`src/rtl/bram_arbiter_pkg.sv`:
```
// Shared constants and FSM state type for the block RAM arbiter.
// Latency: n/a (declarations only).
// Backpressure: n/a (declarations only).
package bram_arbiter_pkg;

  localparam int RAM_DEPTH   = 256;
  localparam int RAM_ADDR_W  = 8;
  localparam int RAM_DATA_W  = 16;
  localparam int PRIM_ADDR_W = 11;

  typedef enum logic {
    ST_CLEAR = 1'b0,
    ST_RUN   = 1'b1
  } state_e;

endpackage

```
`src/rtl/bram_arbiter_rr_arbiter.sv`:
```
// Round-robin arbiter: grants the first requester at or above the pointer, with wrap-around.
// Latency: grant is combinational from req and the pointer; the pointer moves on the next edge.
// Backpressure: a requester not granted simply keeps req high; the pointer holds when nothing is granted.
module rr_arbiter #(
  parameter int N     = 3,
  parameter int IDX_W = (N > 1) ? $clog2(N) : 1
) (
  input  logic             clk,
  input  logic             reset,
  input  logic [N-1:0]     req,
  input  logic             advance,
  output logic [N-1:0]     grant,
  output logic [IDX_W-1:0] grant_idx
);

  logic [IDX_W-1:0] ptr_q;
  logic [IDX_W-1:0] ptr_d;
  logic             found;
  int               cand;

  // Scan upward from the pointer and take the first active request.
  always_comb begin
    grant     = '0;
    grant_idx = '0;
    found     = 1'b0;
    cand      = 0;
    for (int k = 0; k < N; k++) begin
      cand = int'(ptr_q) + k;
      if (cand >= N) cand = cand - N;
      if (!found && req[cand]) begin
        found        = 1'b1;
        grant[cand]  = 1'b1;
        grant_idx    = IDX_W'(cand);
      end
    end
    ptr_d = (grant_idx == IDX_W'(N - 1)) ? '0 : grant_idx + IDX_W'(1);
  end

  // Pointer moves past the winner only when a grant actually happens.
  always_ff @(posedge clk) begin
    if (reset) begin
      ptr_q <= '0;
    end else if (advance && found) begin
      ptr_q <= ptr_d;
    end
  end

endmodule

```
`src/rtl/bram_arbiter.sv`:
```
// Shares one 256x16 block RAM between NUM_REQ requesters; zero-fills the RAM after reset or on clear_req.
// Latency: grants are combinational; read data returns exactly one cycle after the read grant.
// Backpressure: ready is held low during the clear and for requesters that lose arbitration.
module bram_arbiter
  import bram_arbiter_pkg::*;
#(
  parameter int NUM_REQ = 3,
  parameter int ADDR_W  = RAM_ADDR_W,
  parameter int DATA_W  = RAM_DATA_W,
  parameter int IDX_W   = $clog2(NUM_REQ)
) (
  input  logic                      clk,
  input  logic                      reset,
  input  logic                      clear_req,
  output logic                      busy,
  input  logic [NUM_REQ-1:0]        rd_valid,
  output logic [NUM_REQ-1:0]        rd_ready,
  input  logic [NUM_REQ*ADDR_W-1:0] rd_addr,
  output logic [NUM_REQ-1:0]        rd_resp_valid,
  output logic [DATA_W-1:0]         rd_resp_data,
  input  logic [NUM_REQ-1:0]        wr_valid,
  output logic [NUM_REQ-1:0]        wr_ready,
  input  logic [NUM_REQ*ADDR_W-1:0] wr_addr,
  input  logic [NUM_REQ*DATA_W-1:0] wr_data,
  output logic [PRIM_ADDR_W-1:0]    ram_raddr,
  output logic                      ram_re,
  output logic [PRIM_ADDR_W-1:0]    ram_waddr,
  output logic                      ram_we,
  output logic [DATA_W-1:0]         ram_wdata,
  output logic [DATA_W-1:0]         ram_mask,
  input  logic [DATA_W-1:0]         ram_rdata
);

  state_e             state_q;
  logic [ADDR_W-1:0]  clr_q;
  logic               run_en;
  logic               clr_en;
  logic [NUM_REQ-1:0] rd_req;
  logic [NUM_REQ-1:0] wr_req;
  logic [NUM_REQ-1:0] rd_grant;
  logic [NUM_REQ-1:0] wr_grant;
  logic [IDX_W-1:0]   rd_idx;
  logic [IDX_W-1:0]   wr_idx;
  logic               rsp_vld_q;
  logic [IDX_W-1:0]   rsp_idx_q;
  logic [DATA_W-1:0]  hold_q;

  // Reset masks every grant and RAM strobe combinationally so nothing leaks out while it is held.
  assign run_en = (state_q == ST_RUN) && !reset;
  assign clr_en = (state_q == ST_CLEAR) && !reset;
  assign busy   = (state_q == ST_CLEAR) || reset;
  assign rd_req = rd_valid & {NUM_REQ{run_en}};
  assign wr_req = wr_valid & {NUM_REQ{run_en}};

  rr_arbiter #(.N(NUM_REQ), .IDX_W(IDX_W)) u_rd_arb (
    .clk       (clk),
    .reset     (reset),
    .req       (rd_req),
    .advance   (run_en),
    .grant     (rd_grant),
    .grant_idx (rd_idx)
  );

  rr_arbiter #(.N(NUM_REQ), .IDX_W(IDX_W)) u_wr_arb (
    .clk       (clk),
    .reset     (reset),
    .req       (wr_req),
    .advance   (run_en),
    .grant     (wr_grant),
    .grant_idx (wr_idx)
  );

  assign rd_ready = rd_grant;
  assign wr_ready = wr_grant;
  assign ram_re   = |rd_grant;
  assign ram_mask = '0;

  // Read port: address of the granted requester, zero-extended to the primitive width.
  always_comb begin
    ram_raddr               = '0;
    ram_raddr[ADDR_W-1:0]   = rd_addr[rd_idx*ADDR_W +: ADDR_W];
  end

  // Write port: the clear sweep owns it in CLEAR, the write winner owns it in RUN.
  always_comb begin
    ram_we    = 1'b0;
    ram_waddr = '0;
    ram_wdata = '0;
    if (clr_en) begin
      ram_we                = 1'b1;
      ram_waddr[ADDR_W-1:0] = clr_q;
    end else if (|wr_grant) begin
      ram_we                = 1'b1;
      ram_waddr[ADDR_W-1:0] = wr_addr[wr_idx*ADDR_W +: ADDR_W];
      ram_wdata             = wr_data[wr_idx*DATA_W +: DATA_W];
    end
  end

  // CLEAR sweeps every address once, then RUN; clear_req is only honoured from RUN.
  always_ff @(posedge clk) begin
    if (reset) begin
      state_q <= ST_CLEAR;
      clr_q   <= '0;
    end else begin
      case (state_q)
        ST_CLEAR: begin
          clr_q <= clr_q + ADDR_W'(1);
          if (clr_q == ADDR_W'(RAM_DEPTH - 1)) state_q <= ST_RUN;
        end
        ST_RUN: begin
          if (clear_req) begin
            state_q <= ST_CLEAR;
            clr_q   <= '0;
          end
        end
        default: begin
          state_q <= ST_CLEAR;
          clr_q   <= '0;
        end
      endcase
    end
  end

  // Remember who was granted so the RAM output can be steered back one cycle later.
  always_ff @(posedge clk) begin
    if (reset) begin
      rsp_vld_q <= 1'b0;
      rsp_idx_q <= '0;
    end else begin
      rsp_vld_q <= |rd_grant;
      if (|rd_grant) rsp_idx_q <= rd_idx;
    end
  end

  // Keep the last returned word so rd_resp_data is stable between responses.
  always_ff @(posedge clk) begin
    if (reset) begin
      hold_q <= '0;
    end else if (rsp_vld_q) begin
      hold_q <= ram_rdata;
    end
  end

  assign rd_resp_data = rsp_vld_q ? ram_rdata : hold_q;

  // Response strobe is one-hot on the stored index; dropped while reset is high.
  always_comb begin
    rd_resp_valid = '0;
    if (rsp_vld_q && !reset) rd_resp_valid[rsp_idx_q] = 1'b1;
  end

endmodule

```
`config.mk`:
```
export PLATFORM = sky130hd
export DESIGN_NAME = bram_arbiter
export DESIGN_NICKNAME = d
export VERILOG_FILES = /design/src/rtl/bram_arbiter_pkg.sv /design/src/rtl/bram_arbiter_rr_arbiter.sv /design/src/rtl/bram_arbiter.sv
export SDC_FILE = /design/constraint.sdc
export NUM_CORES = 1
export LEC_CHECK = 0
export BUFFER_PORTS_ARGS = -buffer_cell sky130_fd_sc_hd__buf_2
export CAP_MARGIN = 20
export CORE_ASPECT_RATIO = 2
export CORE_UTILIZATION = 42
export CTS_CLUSTER_SIZE = 25
export DETAILED_ROUTE_END_ITERATION = 8
export PLACE_DENSITY = 0.81
export SYNTH_ARGS = -nofsm -noshare
export SYNTH_HDL_FRONTEND = slang
export SYNTH_SLANG_ARGS = --single-unit
export TNS_END_PERCENT = 100
```
`constraint.sdc`:
```
create_clock -name clk -period 5.7 [get_ports clk]
set_input_delay 1.71 -clock clk [delete_from_list [all_inputs] [get_ports clk]]
set_output_delay 1.71 -clock clk [all_outputs]
set_load 0.05 [all_outputs]
```
* Word level (Yosys, flattened, before mapping)
Cells that the tools add are included.
Word-level totals: register bits 32, bits in latches 0, bits in writable memories 0, ROM bits 0, input port bits 121, output and inout bits 82, logic and storage cells 149, memories kept 0
Cells by class: add/subtract/negate cells 13, multiply operators 0, divide/modulo/power cells 0, order comparisons 20, equal/unequal tests 4, shift-type cells 3, multiplexer cells 71, bitwise gates (word level) 7, reductions and logical operators 24
Operator list (number):
- greater-or-equal comparator 32 x 1 -> 1 bit (second input constant) | 6
- less-than comparator 32 x 4 -> 1 bit (second input constant) | 6
- 2-to-1 mux 32 bit | 6
- greater-or-equal comparator 32 x 3 -> 1 bit (second input constant) | 4
- subtractor 32 x 3 -> 32 bit (second input constant) | 4
- 2-to-1 mux 16 bit | 3
- variable part select 24 x 6 -> 8 bit | 2
- variable part select 48 x 7 -> 16 bit | 1
- 2-to-1 mux 1 bit | 29
- 2-to-1 mux 8 bit | 3
- 2-to-1 mux 3 bit | 7
- logical AND 1 bit | 16
- 2-to-1 mux 2 bit | 8
- case mux 8 bit (2 select lines) | 1
- demux 1 bit (select 2 bit) | 7
- binary-select mux 1 bit (select 2 bit) | 6
- bitwise OR 3 bit | 4
- adder 8 x 1 -> 8 bit (second input constant) | 1
- == test 8 bit (second input constant) | 1
- adder 2 x 1 -> 3 bit (second input constant) | 2
- adder 2 x 2 -> 3 bit (second input constant) | 2
- bitwise AND 3 bit | 2
- OR reduction 3 bit | 2
- subtractor 2 x 2 -> 3 bit (second input constant) | 2
- 10 further kinds | 17

* Depth between registers and ports, before layout
word-level depth 16, gate-level depth with buffers 10, depth with buffers taken out 8

* Modules after synthesis
Synthesis repeated with hierarchy kept, for this count alone.
Second synthesis, totals: cells, all modules 387, area total of the unflattened synthesis 3176.8 um^2
Modules (own cells, without submodules):
- bram_arbiter | instances 1, cells an instance 281, area an instance 2353.5 um^2, sequential area each 560.5 um^2
- rr_arbiter | instances 2, cells an instance 53, area an instance 411.6 um^2, sequential area each 40.0 um^2

* Worst setup path after synthesis
OpenSTA, ideal clock, no wires.
path kind input to output, start point input reset, end point output ram_waddr[0], arrival 4.037 ns, data required time 3.990 ns, path slack -0.047 ns, stages 9, path buffers 2, path through nor2b_1 > buf_4 > inv_4 > o32ai_4 > or4b_1 > a21oi_2 > buf_6 > nand2_1 > a22oi_1
On the way: longest elaborated chain between the ends 16, elaborated cells on any way between the ends 31, those cells by class 1 x shift; 19 x mux; 3 x bitwise; 8 x reduce/logical
Ends and longest elaborated chain:
- start: declaration | RTL line bram_arbiter.sv:13 | input logic reset,
- logical NOT 1 bit (*) | RTL line bram_arbiter.sv:49, bram_arbiter.sv:50
- logical AND 1 bit | RTL line bram_arbiter.sv:49 | assign run_en = (state_q == ST_RUN) && !reset;
- bitwise AND 3 bit | RTL line bram_arbiter.sv:53 | assign wr_req = wr_valid & {NUM_REQ{run_en}};
- binary-select mux 1 bit (select 2 bit) | RTL line bram_arbiter_rr_arbiter.sv:30 | if (!found && req[cand]) begin
- 2-to-1 mux 1 bit (not written as such) (2 in a row) | RTL line bram_arbiter_rr_arbiter.sv:30
- 2-to-1 mux 1 bit | RTL line bram_arbiter_rr_arbiter.sv:30
- logical NOT 1 bit | RTL line bram_arbiter_rr_arbiter.sv:30
- logical AND 1 bit | RTL line bram_arbiter_rr_arbiter.sv:30
- 2-to-1 mux 1 bit | RTL line bram_arbiter_rr_arbiter.sv:30
- logical NOT 1 bit | RTL line bram_arbiter_rr_arbiter.sv:30
- logical AND 1 bit | RTL line bram_arbiter_rr_arbiter.sv:30
- 2-to-1 mux 2 bit / 2-to-1 mux 3 bit (equally long branches) | RTL line bram_arbiter_rr_arbiter.sv:30
- variable part select 24 x 6 -> 8 bit / OR reduction 3 bit (equally long branches) | RTL line bram_arbiter.sv:94, bram_arbiter.sv:92
- 2-to-1 mux 8 bit | RTL line bram_arbiter.sv:92 | end else if (|wr_grant) begin
- 2-to-1 mux 8 bit (*) | RTL line bram_arbiter.sv:89 | if (clr_en) begin
- end: declaration | RTL line bram_arbiter.sv:27 | output logic [PRIM_ADDR_W-1:0] ram_waddr,
Mark *: on every way between the ends. The rest lies on a longest branch, timed or not. The select of a mux whose other input is x is not followed.

* Final worst setup path
start point input reset, end point output ram_raddr[1]
On the way: longest elaborated chain between the ends 14, elaborated cells on any way between the ends 22, those cells by class 1 x shift; 14 x mux; 1 x bitwise; 6 x reduce/logical
Ends and longest elaborated chain:
- logical NOT 1 bit (*) | RTL line bram_arbiter.sv:49
- logical AND 1 bit (*) | RTL line bram_arbiter.sv:49
- bitwise AND 3 bit (*) | RTL line bram_arbiter.sv:52 | assign rd_req = rd_valid & {NUM_REQ{run_en}};
- binary-select mux 1 bit (select 2 bit) | RTL line bram_arbiter_rr_arbiter.sv:30
- 2-to-1 mux 1 bit (not written as such) (2 in a row) | RTL line bram_arbiter_rr_arbiter.sv:30
- 2-to-1 mux 1 bit | RTL line bram_arbiter_rr_arbiter.sv:30
- logical NOT 1 bit | RTL line bram_arbiter_rr_arbiter.sv:30
- logical AND 1 bit | RTL line bram_arbiter_rr_arbiter.sv:30
- 2-to-1 mux 1 bit | RTL line bram_arbiter_rr_arbiter.sv:30
- logical NOT 1 bit | RTL line bram_arbiter_rr_arbiter.sv:30
- logical AND 1 bit | RTL line bram_arbiter_rr_arbiter.sv:30
- 2-to-1 mux 2 bit (*) | RTL line bram_arbiter_rr_arbiter.sv:30
- variable part select 24 x 6 -> 8 bit (*) | RTL line bram_arbiter.sv:81 | ram_raddr[ADDR_W-1:0] = rd_addr[rd_idx*ADDR_W +: ADDR_W];
- end: declaration | RTL line bram_arbiter.sv:25 | output logic [PRIM_ADDR_W-1:0] ram_raddr,
Marks and branches as above.

==> results_dict.tcl <==
set metrics [dict create \
    status "finished clean" \
    synthCells 342 \
    gr-usage-all-layers_pct 24.8 \
    rr_worst_depth 10 \
    cp-end-kind "output pin" \
    ir_drop_uv 99.9 \
    io_buffers 180 \
    dp_hpwl_mm 7.10 \
    power_density_nw_per_um2 143 \
    layout_commonest_cell "buf_2" \
    crit_required_ns 3.99 \
    crit_chain "buf_4 > buf_4 > nor3b_4 > buf_4 > a32oi_1 > or4b_1 > a32oi_2 > buf_4 > a22o_1 > a21o_1 > buf_2" \
    critical_path.max_stage_delay_ns 0.50 \
    ys_types 64 \
    overflow 0 \
    drt-total-wl_mm 8.97 \
    design.die.area_sq_um 7300 \
    antenna_found_initial 0 \
    hold_depth 2 \
    ys_seq_area_share_pct 22.0 \
    gp_congestion 0.898 \
    insertion_delay_ns 0.28 \
    grt_start_max_net_pins 26 \
    hold_path_class "reg -> reg" \
    power.leakage_nw 2.17 \
    synth-edff-count 0 \
    core_area_sq_um 6670 \
    rr_startpoint "u_wr_arb.ptr_q[0]$_SDFFE_PP0P_" \
    finalNetCount 664 \
    floorplan.initialDensity_pct 43.7 \
    worst_setup_path_start_kind "primary input" \
    worstMarginPinSlew_ns 0.705 \
    route.vias.total 3402 \
    cts_buffer_depth 2 \
    clock-root-buffer "clkbuf_16" \
    yosys.area.top_type_share_pct 22.0 \
    syn_area_sq_um 2920 \
    cp.arrival_ns 3.89 \
    path_max_fanout 10 \
    syn_to_final_growth_pct 43.7 \
    max-slew-margin-rel_pct 53.0 \
    setup_violations 0 \
    clk_pin_slew_worst_paths_ns 0.05 \
    cts-hold-fix-buffers 0 \
    setup_slack_ns 0.0991 \
    postLayoutCoreUtil_pct 62.8 \
    die_h_microns 120 \
    regToRegSetupSlack_ns 2.92 \
    slew_violations 0 \
    cts_buffers 5 \
    drt-vias-per-instance 5.47 \
    drive_above_1_share_pct 50.0 \
    crit_top_cell "buf_4" \
    cts_tree "yes" \
    post-synth-top-area-cell "dfxtp_1" \
    fin_crit_sh_pct 98.3 \
    wl_per_cell_microns 14.4 \
    rows 42 \
    drtIter0Drc 170 \
    die_x_microns 60.9 \
    ys_seq_elements 32 \
    synthArstFlopShare_pct 0 \
    first_global_vias 3276 \
    hold_ws_ns 0.553 \
    critPathBufInv 5 \
    synth.top_cells.by_area "dfxtp_1, a222oi_1, mux2_2" \
    ant_nets 0 \
    hold_end "state_q$_SDFF_PP0_" \
    timing.rr.end "u_wr_arb.ptr_q[0]$_SDFFE_PP0P_" \
    crit_family "buffers and inverters" \
    cap_violations 0 \
    first_pass_iters 6 \
    hold_viol_final 0 \
    route.detailed.drc 0 \
    synth_warnings 0 \
    final_cell_mix "buf_2, nand2_1, dfxtp_1, buf_4, nor2_1" \
    cts_num_sinks 32 \
    holdCritStartpoint "clr_q[7]$_SDFFE_PP0P_" \
    period_minus_slack_ns 5.60 \
    synth_area_per_cell_sq_um 8.53 \
    grt_pass1_wl_mm 14.1 \
    slowest_stage "or4b_1" \
    fin_worst_skew_ns 0.00681 \
    antenna_cells 0 \
    critPathKind "in -> out" \
    pin_count 203 \
    fmax_ghz 0.179 \
    htree_levels 2 \
    synth-main-ff-cell "dfxtp_1" \
    place_ws_ns -0.163 \
]
-- registers in the layout, indices dropped and copies added, names as in the netlist --
signal	cells
clr_q	8
state_q	1
rsp_idx_q	2
hold_q	16
rsp_vld_q	1
u_wr_arb.ptr_q	2
u_rd_arb.ptr_q	2
-- layout make-up --
type | instances | area, sq um
Fill cell | 573 | 2480
Multi-Input combinational cell | 275 | 2070
Timing Repair Buffer | 211 | 1200
Sequential cell | 32 | 641
Clock buffer | 6 | 129
Tap cell | 88 | 110
Inverter | 9 | 36.3
Clock inverter | 1 | 5.00
-- worst max-delay path by stage --
| stage | from | endpoint | slack [ns] | cells after the start |
|---|---|---|---|---|
| 5_1_grt | reset | ram_raddr[0] | -0.008 | 11 |
| 2_1_floorplan | reset | ram_wdata[2] | 0.04 | 9 |
| 3_5_place_dp | reset | ram_wdata[0] | -0.16 | 9 |
| 4_1_cts | reset | ram_wdata[13] | 0.005 | 12 |
| 3_3_place_gp | reset | ram_wdata[0] | -0.1 | 9 |
| 6_report | reset | ram_raddr[1] | 0.1 | 11 |
-- synth_stat cells (2+ instances only) --
library cell	instances
o211ai_1	3
a31oi_1	2
a222oi_1	24
a22oi_1	8
ha_1	9
mux2i_1	2
or4b_1	2
and2_1	17
a21o_1	12
a211oi_1	2
o32ai_2	2
nand4_1	2
o2111ai_1	2
buf_6	5
inv_1	8
a41o_1	3
mux2_2	20
clkbuf_1	12
nor3b_1	3
nor2_1	27
o21ai_1	2
buf_4	24
nor3_2	2
a22oi_2	2
nor3_1	2
a311oi_1	4
o21ai_0	5
o31a_1	2
nand3_1	2
dfxtp_1	32
o21bai_1	2
a22o_1	8
nor2b_1	8
nand2b_1	7
nand2_1	36
a21oi_1	6
buf_2	5
and3_1	2
-- tightest hold or removal path, stage by stage (launching register included) --
cell	delay (ns)
dfxtp_1	0.35
nand4_1	0.09
a21oi_1	0.06
-- metal layers --
metal | vias up | track usage, % | share of wire [%]
li1 | 1631 | - | -
met1 | 1566 | 24.0 | 35
met2 | 179 | 46.6 | 55
met3 | 26 | 4.53 | 6.4
met4 | 0 | 12.1 | 3.4
met5 | - | 0 | 0
-- kinds of logic (layout without fill, tap and decap cells) --
logic type | count (synthesis) | after routing | share of synthesized area [%]
DFF | 32 | 32 | 22.0
adders and majority gates | 9 | 9 | 3.86
muxes | 23 | 23 | 8.88
other | 1 | 22 | 0.129
AOI/OAI and AO/OA | 100 | 100 | 30.1
and+or+nand+nor | 121 | 121 | 23.2
buffers and inverters | 56 | 227 | 11.9
-- stage by stage --
stage / total power [mW] / cell area, sq um / instances / TNS (ns)
2_1_floorplan: 0.316 / 3030 / 363 / 0
3_3_place_gp: 0.355 / 3950 / 611 / -1.30
3_5_place_dp: 0.357 / 3950 / 611 / -2.08
6_report: 0.600 / 4190 / 622 / 0
4_1_cts: 0.602 / 4100 / 619 / 0
5_1_grt: 0.631 / 4190 / 622 / -0.0108
-- repair_timing --
| action | CTS | global route |
|---|---|---|
| endpoints found under the setup margin | 17 | 28 |
| cloned | 0 | 1 |
| gates resized for setup | 1 | 26 |
| buffers inserted | 1 | 3 |
| pin swaps | 3 | 15 |
-- report_power, final --
part           internal [mW]  switching, mW  leakage (nW)  total [mW]
Combinational         0.0490         0.0782          1.84       0.127
Sequential             0.226        0.00312         0.258       0.229
Clock                  0.158         0.0860        0.0667       0.244
Total                  0.433          0.167          2.17       0.600
No activity file was read; power rests on OpenSTA's default activity.
